===== config.mk =====
export PLATFORM = sky130hd
export DESIGN_NAME = ex_mdu
export DESIGN_NICKNAME = d
export VERILOG_FILES = /design/src/rtl/mdu_defs.sv /design/src/rtl/mdu_arith.sv /design/src/rtl/ex_mdu.sv
export SDC_FILE = /design/constraint.sdc
export NUM_CORES = 2
export LEC_CHECK = 0
export ABC_CLOCK_PERIOD_IN_PS = 298500
export CORE_MARGIN = 3
export CORE_UTILIZATION = 46
export CTS_BUF_LIST = sky130_fd_sc_hd__clkbuf_8
export DETAILED_ROUTE_END_ITERATION = 10
export PLACE_DENSITY = 0.61
export REMOVE_ABC_BUFFERS = 1
export SETUP_SLACK_MARGIN = 0.05
export SYNTH_ARGS = -nofsm -noshare
export SYNTH_HDL_FRONTEND = slang
export SYNTH_HIERARCHICAL = 1
export SYNTH_SLANG_ARGS = --single-unit

===== constraint.sdc =====
create_clock -name clk -period 298.5 [get_ports clk]
set_input_delay 59.7 -clock clk [delete_from_list [all_inputs] [get_ports clk]]
set_output_delay 59.7 -clock clk [all_outputs]
set_load 0.01 [all_outputs]

===== src/rtl/mdu_defs.sv =====
// mdu_defs: MDU opcodes, default latencies and opcode helpers shared by the MDU files
package mdu_defs;
  localparam logic [3:0] MDU_NONE  = 4'd0;
  localparam logic [3:0] MDU_MULT  = 4'd1;
  localparam logic [3:0] MDU_MULTU = 4'd2;
  localparam logic [3:0] MDU_DIV   = 4'd3;
  localparam logic [3:0] MDU_DIVU  = 4'd4;
  localparam logic [3:0] MDU_MFHI  = 4'd5;
  localparam logic [3:0] MDU_MFLO  = 4'd6;
  localparam logic [3:0] MDU_MTHI  = 4'd7;
  localparam logic [3:0] MDU_MTLO  = 4'd8;
  localparam int MULT_CYCLES_DEF = 5;
  localparam int DIV_CYCLES_DEF  = 10;
  function automatic logic is_start(input logic [3:0] op);
    return op == MDU_MULT || op == MDU_MULTU || op == MDU_DIV || op == MDU_DIVU;
  endfunction
  function automatic logic is_div(input logic [3:0] op);
    return op == MDU_DIV || op == MDU_DIVU;
  endfunction
endpackage


===== src/rtl/mdu_arith.sv =====
// mdu_arith: combinational 64-bit mult / 32-bit div result for the MDU opcode
module mdu_arith
  import mdu_defs::*;
(
  input  logic [3:0]  op_i,
  input  logic [31:0] a_i,
  input  logic [31:0] b_i,
  output logic [31:0] hi_o,
  output logic [31:0] lo_o,
  output logic        wr_o
);
  logic        sgn, neg_a, neg_b, div;
  logic [31:0] ma, mb, den, q, r, qs, rs;
  logic [63:0] prod, prod_s;
  // Signed ops run on magnitudes and re-apply signs, so 0x80000000/-1 wraps to 0x80000000 cleanly
  always_comb begin
    sgn    = op_i == MDU_MULT || op_i == MDU_DIV;
    div    = is_div(op_i);
    neg_a  = sgn && a_i[31];
    neg_b  = sgn && b_i[31];
    ma     = neg_a ? -a_i : a_i;
    mb     = neg_b ? -b_i : b_i;
    prod   = {32'b0, ma} * {32'b0, mb};
    prod_s = (neg_a ^ neg_b) ? -prod : prod;
    den    = mb == 32'd0 ? 32'd1 : mb;
    q      = ma / den;
    r      = ma % den;
    qs     = (neg_a ^ neg_b) ? -q : q;
    rs     = neg_a ? -r : r;
    hi_o   = div ? rs : prod_s[63:32];
    lo_o   = div ? qs : prod_s[31:0];
    wr_o   = !(div && b_i == 32'd0);
  end
endmodule


===== src/rtl/ex_mdu.sv =====
// ex_mdu: EX-stage multiply/divide unit owning HI/LO with a busy counter modelling latency
module ex_mdu
  import mdu_defs::*;
#(
  parameter int MULT_CYCLES = MULT_CYCLES_DEF,
  parameter int DIV_CYCLES  = DIV_CYCLES_DEF
) (
  input  logic        clk,
  input  logic        reset,
  input  logic [3:0]  E_MDU_op,
  input  logic [31:0] E_V1,
  input  logic [31:0] E_V2,
  input  logic        req,
  output logic        E_start,
  output logic        E_busy,
  output logic [31:0] E_HI,
  output logic [31:0] E_LO,
  output logic [31:0] E_MDU_out
);
  localparam int CMAX = MULT_CYCLES > DIV_CYCLES ? MULT_CYCLES : DIV_CYCLES;
  localparam int CW = $clog2(CMAX + 1);
  localparam logic [CW-1:0] MC = CW'(MULT_CYCLES);
  localparam logic [CW-1:0] DC = CW'(DIV_CYCLES);
  logic [CW-1:0] cnt_q, cnt_d;
  logic [31:0]   hi_q, hi_d, lo_q, lo_d, phi_q, phi_d, plo_q, plo_d, a_hi, a_lo;
  logic          pwr_q, pwr_d, a_wr, issue, commit, mt_ok;
  mdu_arith u_arith (
    .op_i(E_MDU_op),
    .a_i (E_V1),
    .b_i (E_V2),
    .hi_o(a_hi),
    .lo_o(a_lo),
    .wr_o(a_wr)
  );
  assign E_start   = is_start(E_MDU_op);
  assign E_busy    = cnt_q != '0;
  assign E_HI      = hi_q;
  assign E_LO      = lo_q;
  assign E_MDU_out = E_MDU_op == MDU_MFHI ? hi_q : E_MDU_op == MDU_MFLO ? lo_q : 32'd0;
  // Pending write-enable drops for divide-by-zero so commit leaves HI/LO untouched
  always_comb begin
    issue  = E_start && !E_busy && !req;
    mt_ok  = !req && !E_busy;
    commit = cnt_q == CW'(1) && pwr_q;
    cnt_d  = issue ? (is_div(E_MDU_op) ? DC : MC) : (E_busy ? cnt_q - 1'b1 : cnt_q);
    phi_d  = issue ? a_hi : phi_q;
    plo_d  = issue ? a_lo : plo_q;
    pwr_d  = issue ? a_wr : pwr_q;
    hi_d   = commit ? phi_q : (mt_ok && E_MDU_op == MDU_MTHI) ? E_V1 : hi_q;
    lo_d   = commit ? plo_q : (mt_ok && E_MDU_op == MDU_MTLO) ? E_V1 : lo_q;
  end
  always_ff @(posedge clk) begin
    if (reset) begin
      cnt_q <= '0;
      hi_q  <= '0;
      lo_q  <= '0;
      phi_q <= '0;
      plo_q <= '0;
      pwr_q <= 1'b0;
    end else begin
      cnt_q <= cnt_d;
      hi_q  <= hi_d;
      lo_q  <= lo_d;
      phi_q <= phi_d;
      plo_q <= plo_d;
      pwr_q <= pwr_d;
    end
  end
endmodule


==> Word level (Yosys, flattened, before mapping) <==
Index checks and enable logic that the tools add are counted.
{ "op_classes": {"bitwise": 1, "n_reduce_logical": 23, "n_mul": 1, "muxes": 17, "eq_ne": 9, "n_div": 2, "n_addsub": 6} }
{ "op_table": {"columns": ["cell", "n"], "rows": [
  ["two-way mux 32 bit", 13],
  ["negation 32 bit", 4],
  ["zero test 32 bit", 2],
  ["multiplier 32 x 32 -> 64 bit", 1],
  ["two-way mux 64 bit", 1],
  ["negation 64 bit", 1],
  ["divider 32 x 32 -> 32 bit", 1],
  ["remainder unit 32 x 32 -> 32 bit", 1],
  ["equality test 4 x 3 -> 1 bit, second input constant", 4],
  ["two-way mux 4 bit", 3],
  ["logical AND 1 bit", 9],
  ["equality test 4 x 1 -> 1 bit, second input constant", 2],
  ["equality test 4 x 2 -> 1 bit, second input constant", 2],
  ["nonzero test 2 bit", 3],
  ["logical OR 1 bit", 5],
  ["equality test 4 bit, second input constant", 1],
  ["nonzero test 4 bit", 1],
  ["subtractor 4 x 1 -> 4 bit, second input constant", 1],
  ["zero test 1 bit", 3],
  ["bitwise XOR 1 bit", 1]
]} }
{ "word_totals": {"reg_bits": 133, "wordCells": 65, "output_inout_bits": 98, "in_bits": 71} }

==> Logic depth before layout (Yosys ltp) <==
{ "logic_depth": {"ltp_word": 10, "ltp_mapped": 439, "depth_no_buf": 394} }

==> Cells and area by module <==
The synthesis kept the hierarchy.
{ "by_module_without_submodules": {"columns": ["module", "n_inst", "seq_area_each_um2", "area_each_um2", "cells_each"], "rows": [
  ["mdu_arith", 1, 0.0, 72200.5, 10036],
  ["ex_mdu", 1, 2662.6, 5665.4, 646]
]} }

==> Worst setup path before layout <==
OpenSTA, ideal clock, no wires.
{ "synth_path": {"kind": "in2reg", "from": "in E_V2[0]", "to": "reg plo_q[30]", "n_path_buf": 68, "required_ns": 298.368, "path_stages": 401, "setup_slack_ns": 156.408, "arrival_ns": 141.960, "setup_time_ns": 0.132, "cell_sequence": "buf_2 > clkinv_1 > clkbuf_1 > clkbuf_1 > clkbuf_1 > ha_1 > nor4b_1 > nand3_1 > a211o_1 > inv_1 > o211ai_1 > or2_2 > clkbuf_1 > nor3_1 > buf_2 > buf_2 > a21o_1 > a31oi_1 > [... 365 more ...] > a21oi_1 > nor2_1 > o22a_1 > inv_1 > clkbuf_1 > clkbuf_1 > clkbuf_1 > ha_1 > and3_1 > nand3_1 > nor4_1 > and2_1 > nand2_1 > o21ai_0 > xnor2_1 > o21ai_0 > nand2_1 > a21oi_1"} }
{ "synth_between": {"elab_chain_cells": 8, "elab_cells_between_ends": 11, "classes_between": "3 x add/sub; 1 x mul; 1 x div; 5 x mux; 1 x reduce/logical"} }
{ "synth_lines": {"columns": ["item", "line", "source"], "rows": [
  ["start, declared", "ex_mdu.sv:12", "input logic [31:0] E_V2,"],
  ["negation 32 bit", "mdu_arith.sv:22", "mb = neg_b ? -b_i : b_i;"],
  ["two-way mux 32 bit *", "mdu_arith.sv:22", null],
  ["zero test 32 bit", "mdu_arith.sv:25", "den = mb == 32'd0 ? 32'd1 : mb;"],
  ["two-way mux 32 bit", "mdu_arith.sv:25", null],
  ["divider 32 x 32 -> 32 bit", "mdu_arith.sv:26", "q = ma / den;"],
  ["negation 32 bit", "mdu_arith.sv:28", "qs = (neg_a ^ neg_b) ? -q : q;"],
  ["two-way mux 32 bit", "mdu_arith.sv:28", null],
  ["two-way mux 32 bit *", "mdu_arith.sv:31", "lo_o = div ? qs : prod_s[31:0];"],
  ["net a_lo[30]", "ex_mdu.sv:25", "logic [31:0] hi_q, hi_d, lo_q, lo_d, phi_q, phi_d, plo_q, plo_d, a_hi, a_lo;"],
  ["end signal, assigned", "ex_mdu.sv:65", "plo_q <= plo_d;"],
  ["end, declared", "ex_mdu.sv:25", null]
]} }
Mark *: on every way through the listed nets, which the timed path passes. The rest lies on a longest branch.
A chain may end at the register's enable or synchronous reset.

==> Final worst setup path <==
{ "layout_path": {"from": "in E_V2[9]", "to": "reg phi_q[30]"} }
{ "layout_between": {"elab_chain_cells": 8, "elab_cells_between_ends": 11, "classes_between": "3 x add/sub; 1 x mul; 1 x div; 5 x mux; 1 x reduce/logical"} }
{ "layout_lines": {"columns": ["item", "line", "source"], "rows": [
  ["negation 32 bit", "mdu_arith.sv:22", null],
  ["two-way mux 32 bit *", "mdu_arith.sv:22", null],
  ["zero test 32 bit", "mdu_arith.sv:25", null],
  ["two-way mux 32 bit", "mdu_arith.sv:25", null],
  ["remainder unit 32 x 32 -> 32 bit", "mdu_arith.sv:27", "r = ma % den;"],
  ["negation 32 bit", "mdu_arith.sv:29", "rs = neg_a ? -r : r;"],
  ["two-way mux 32 bit", "mdu_arith.sv:29", null],
  ["two-way mux 32 bit *", "mdu_arith.sv:30", "hi_o = div ? rs : prod_s[63:32];"],
  ["net a_hi[30]", "ex_mdu.sv:25", null],
  ["end signal, assigned", "ex_mdu.sv:64", "phi_q <= phi_d;"],
  ["end, declared", "ex_mdu.sv:25", null]
]} }
Marks and branches as above.

==> out/metrics.cfg <==
[synthesis]
synth_edf_count=0
syn_area_um2=77900
synthTopCellsByArea=fa_1 (23%), ha_1 (12%), nand2_1 (8.1%)
ys.flop_type=dfxtp_1
synth_cells=10682
yosysTopAreaCell=fa_1
synth_warnings=6
async_flop_share=0
syn_area_per_cell_um2=7.29
synth.ff_latch_count=133
ys_seq_area_frac=0.0342
synth.distinct_cells=117
yosysTopAreaCellShare=0.231

[setup_path]
cp_slowest_stage_delay_ns=1.20
rr_startpoint=cnt_q[0]
critPathLaunch=E_V2[9]
critical_path_arrival_ns=167.71
worst-path-max-fanout=44
required_ns=298.94
start_kind=primary input
slowest_stage=o31ai_1
crit_type=in -> reg
cp_common_cell=a21o_1
critPathCaptureType=flop

[routing]
wl_mm=417
drt-vias-per-instance=6.66
post-route-drc-count=0
via_count=85790
drt_iter0_markers=10413
drt.antenna.violating_nets=0
wire_per_inst_um=32.4
drtPass1Iterations=7

[cells_and_area]
final_common_cell=nand2_1
final_cell_mix=nand2_1 (1679), inv_1 (1143), nor2_1 (1029)
drive_above_1_share=0.0547
nets=12382
areaGrowthSynthToFinish_pct=7.55

[placed_design]
dp_hpwl_mm=331
place.gp.congestion=1.12
io_buffers=168

[cts]
cts_tree=built
worst_skew_pair.late_latency_ns=0.55
clockBufferDepth=2
path_clk_slew_ns=0.10
clockRootBuffer=clkbuf_8
hold_buffers=0
cts_htree_levels=4
cts_setup_buffers=0
numCtsBuffers=17
cts_resized=0
cts_sinks=133

[timing]
period_needed_ns=167.27
rsz0062_at_grt=no
finalSetupViolCount=0
max_freq_ghz=0.00598
fin_skew_ns=0.0488
min_period_over_period=0.560
relSlewSlack=0.00441
worst_pin_slew_ns=1.46
drv_slew=0
finalHoldViolations=0
tns_ns=0

[floorplanning]
rows=150
ios=169
dieArea_um2=174000
chipHeight_um=417
initial_core_util=0.465
core_area_um2=168000
die_x_um=417

[grt]
grt_max_degree=74
grt_pass1_vias=83745
grt_first_pass_wirelength_mm=592
grt_overflow=0
track_usage=0.467
antenna_found_initial=39

[worst_hold_path]
worstHoldStart=phi_q[19]
hp-class=reg -> reg

[flow_run]
drv_cap=1

[run_status]
status=complete, but fails checks
violations=max-capacitance violations

## state kept, by name (all words and copies together), names as in the netlist
signal  cells
E_HI       32
phi_q      32
cnt_q       4
pwr_q       1
E_LO       32
plo_q      32
## metrics by stage
stage	hold WS (ns)	cells	worst slack, ns	util	area, um^2
after floorplan	0.430	10179	144.92	-	75900
after global placement	0.441	12825	137.80	0.497	83200
after detailed placement	0.446	12826	136.12	0.497	83300
after CTS	0.458	12858	136.24	0.499	83700
after global routing	0.487	12861	128.15	0.499	83700
final	0.458	12877	131.23	0.500	83700
## final cells by class
class | count | area (um^2)
inverter | 1163 | 4370
fill | 16763 | 83900
antenna | 19 | 47.5
timing repair buffer | 443 | 3740
sequential | 133 | 2660
clock inverter | 15 | 209
tap | 2204 | 2760
multi-input combinational | 8883 | 69700
clock buffer | 17 | 234
## worst max-delay path: cells and delay by family
| family | cells | cell delay, ns |
|---|---|---|
| buffers and inverters | 23 | 5.80 |
| AO/OA/AOI/OAI | 204 | 58.72 |
| AND/OR/NAND/NOR | 104 | 30.87 |
| multiplexers | 3 | 0.99 |
| adder cells (fa/ha/maj) | 31 | 11.24 |
## final timing paths
check              end  slack (ns)  cells after the start
max          phi_q[30]      131.23                    365
min          phi_q[19]        0.46                      2
max reg2reg   plo_q[6]      295.31                      7
min reg2reg  phi_q[19]        0.46                      2
## kinds of logic after synthesis
family / count (synthesis) / synth area share
muxes: 140 / 0.0187
AOI/OAI and AO/OA: 2513 / 0.214
xor gates and xnor gates: 589 / 0.0663
and+or+nand+nor: 3971 / 0.231
adders and majority gates: 1670 / 0.355
DFF: 133 / 0.0342
buffers and inverters: 1666 / 0.0817
## Yosys cell counts, drive strengths merged, types with 22 or more instances
master   number
a2111oi      29
a211o        30
a211oi      152
a21boi       43
a21o        263
a21oi       675
a22o         37
a311oi       33
a31o         29
a31oi       123
a41oi        22
and2         71
and3         94
and4         33
buf         126
clkbuf      377
dfxtp       133
fa          897
ha          773
inv        1158
mux2         41
mux2i        99
nand2      1681
nand2b       96
nand3       184
nand4        99
nor2       1038
nor2b        92
nor3        244
nor3b        30
nor4         67
o211ai       84
o21a        135
o21ai       460
o21bai       50
o22ai        27
o31a         30
o31ai        73
or2          57
or3          78
or4          33
xnor2       351
xor2        238
## per-layer routing
layer,wire (um),part of all wire,global-route usage
met1,152000,0.36,0.565
met2,176000,0.42,0.704
met3,47800,0.11,0.120
met4,41600,0.10,0.372
met5,123,0.00029,0
Power is not shown: default switching activity piles up to over one toggle a cycle in this logic, so the estimate is an artifact.
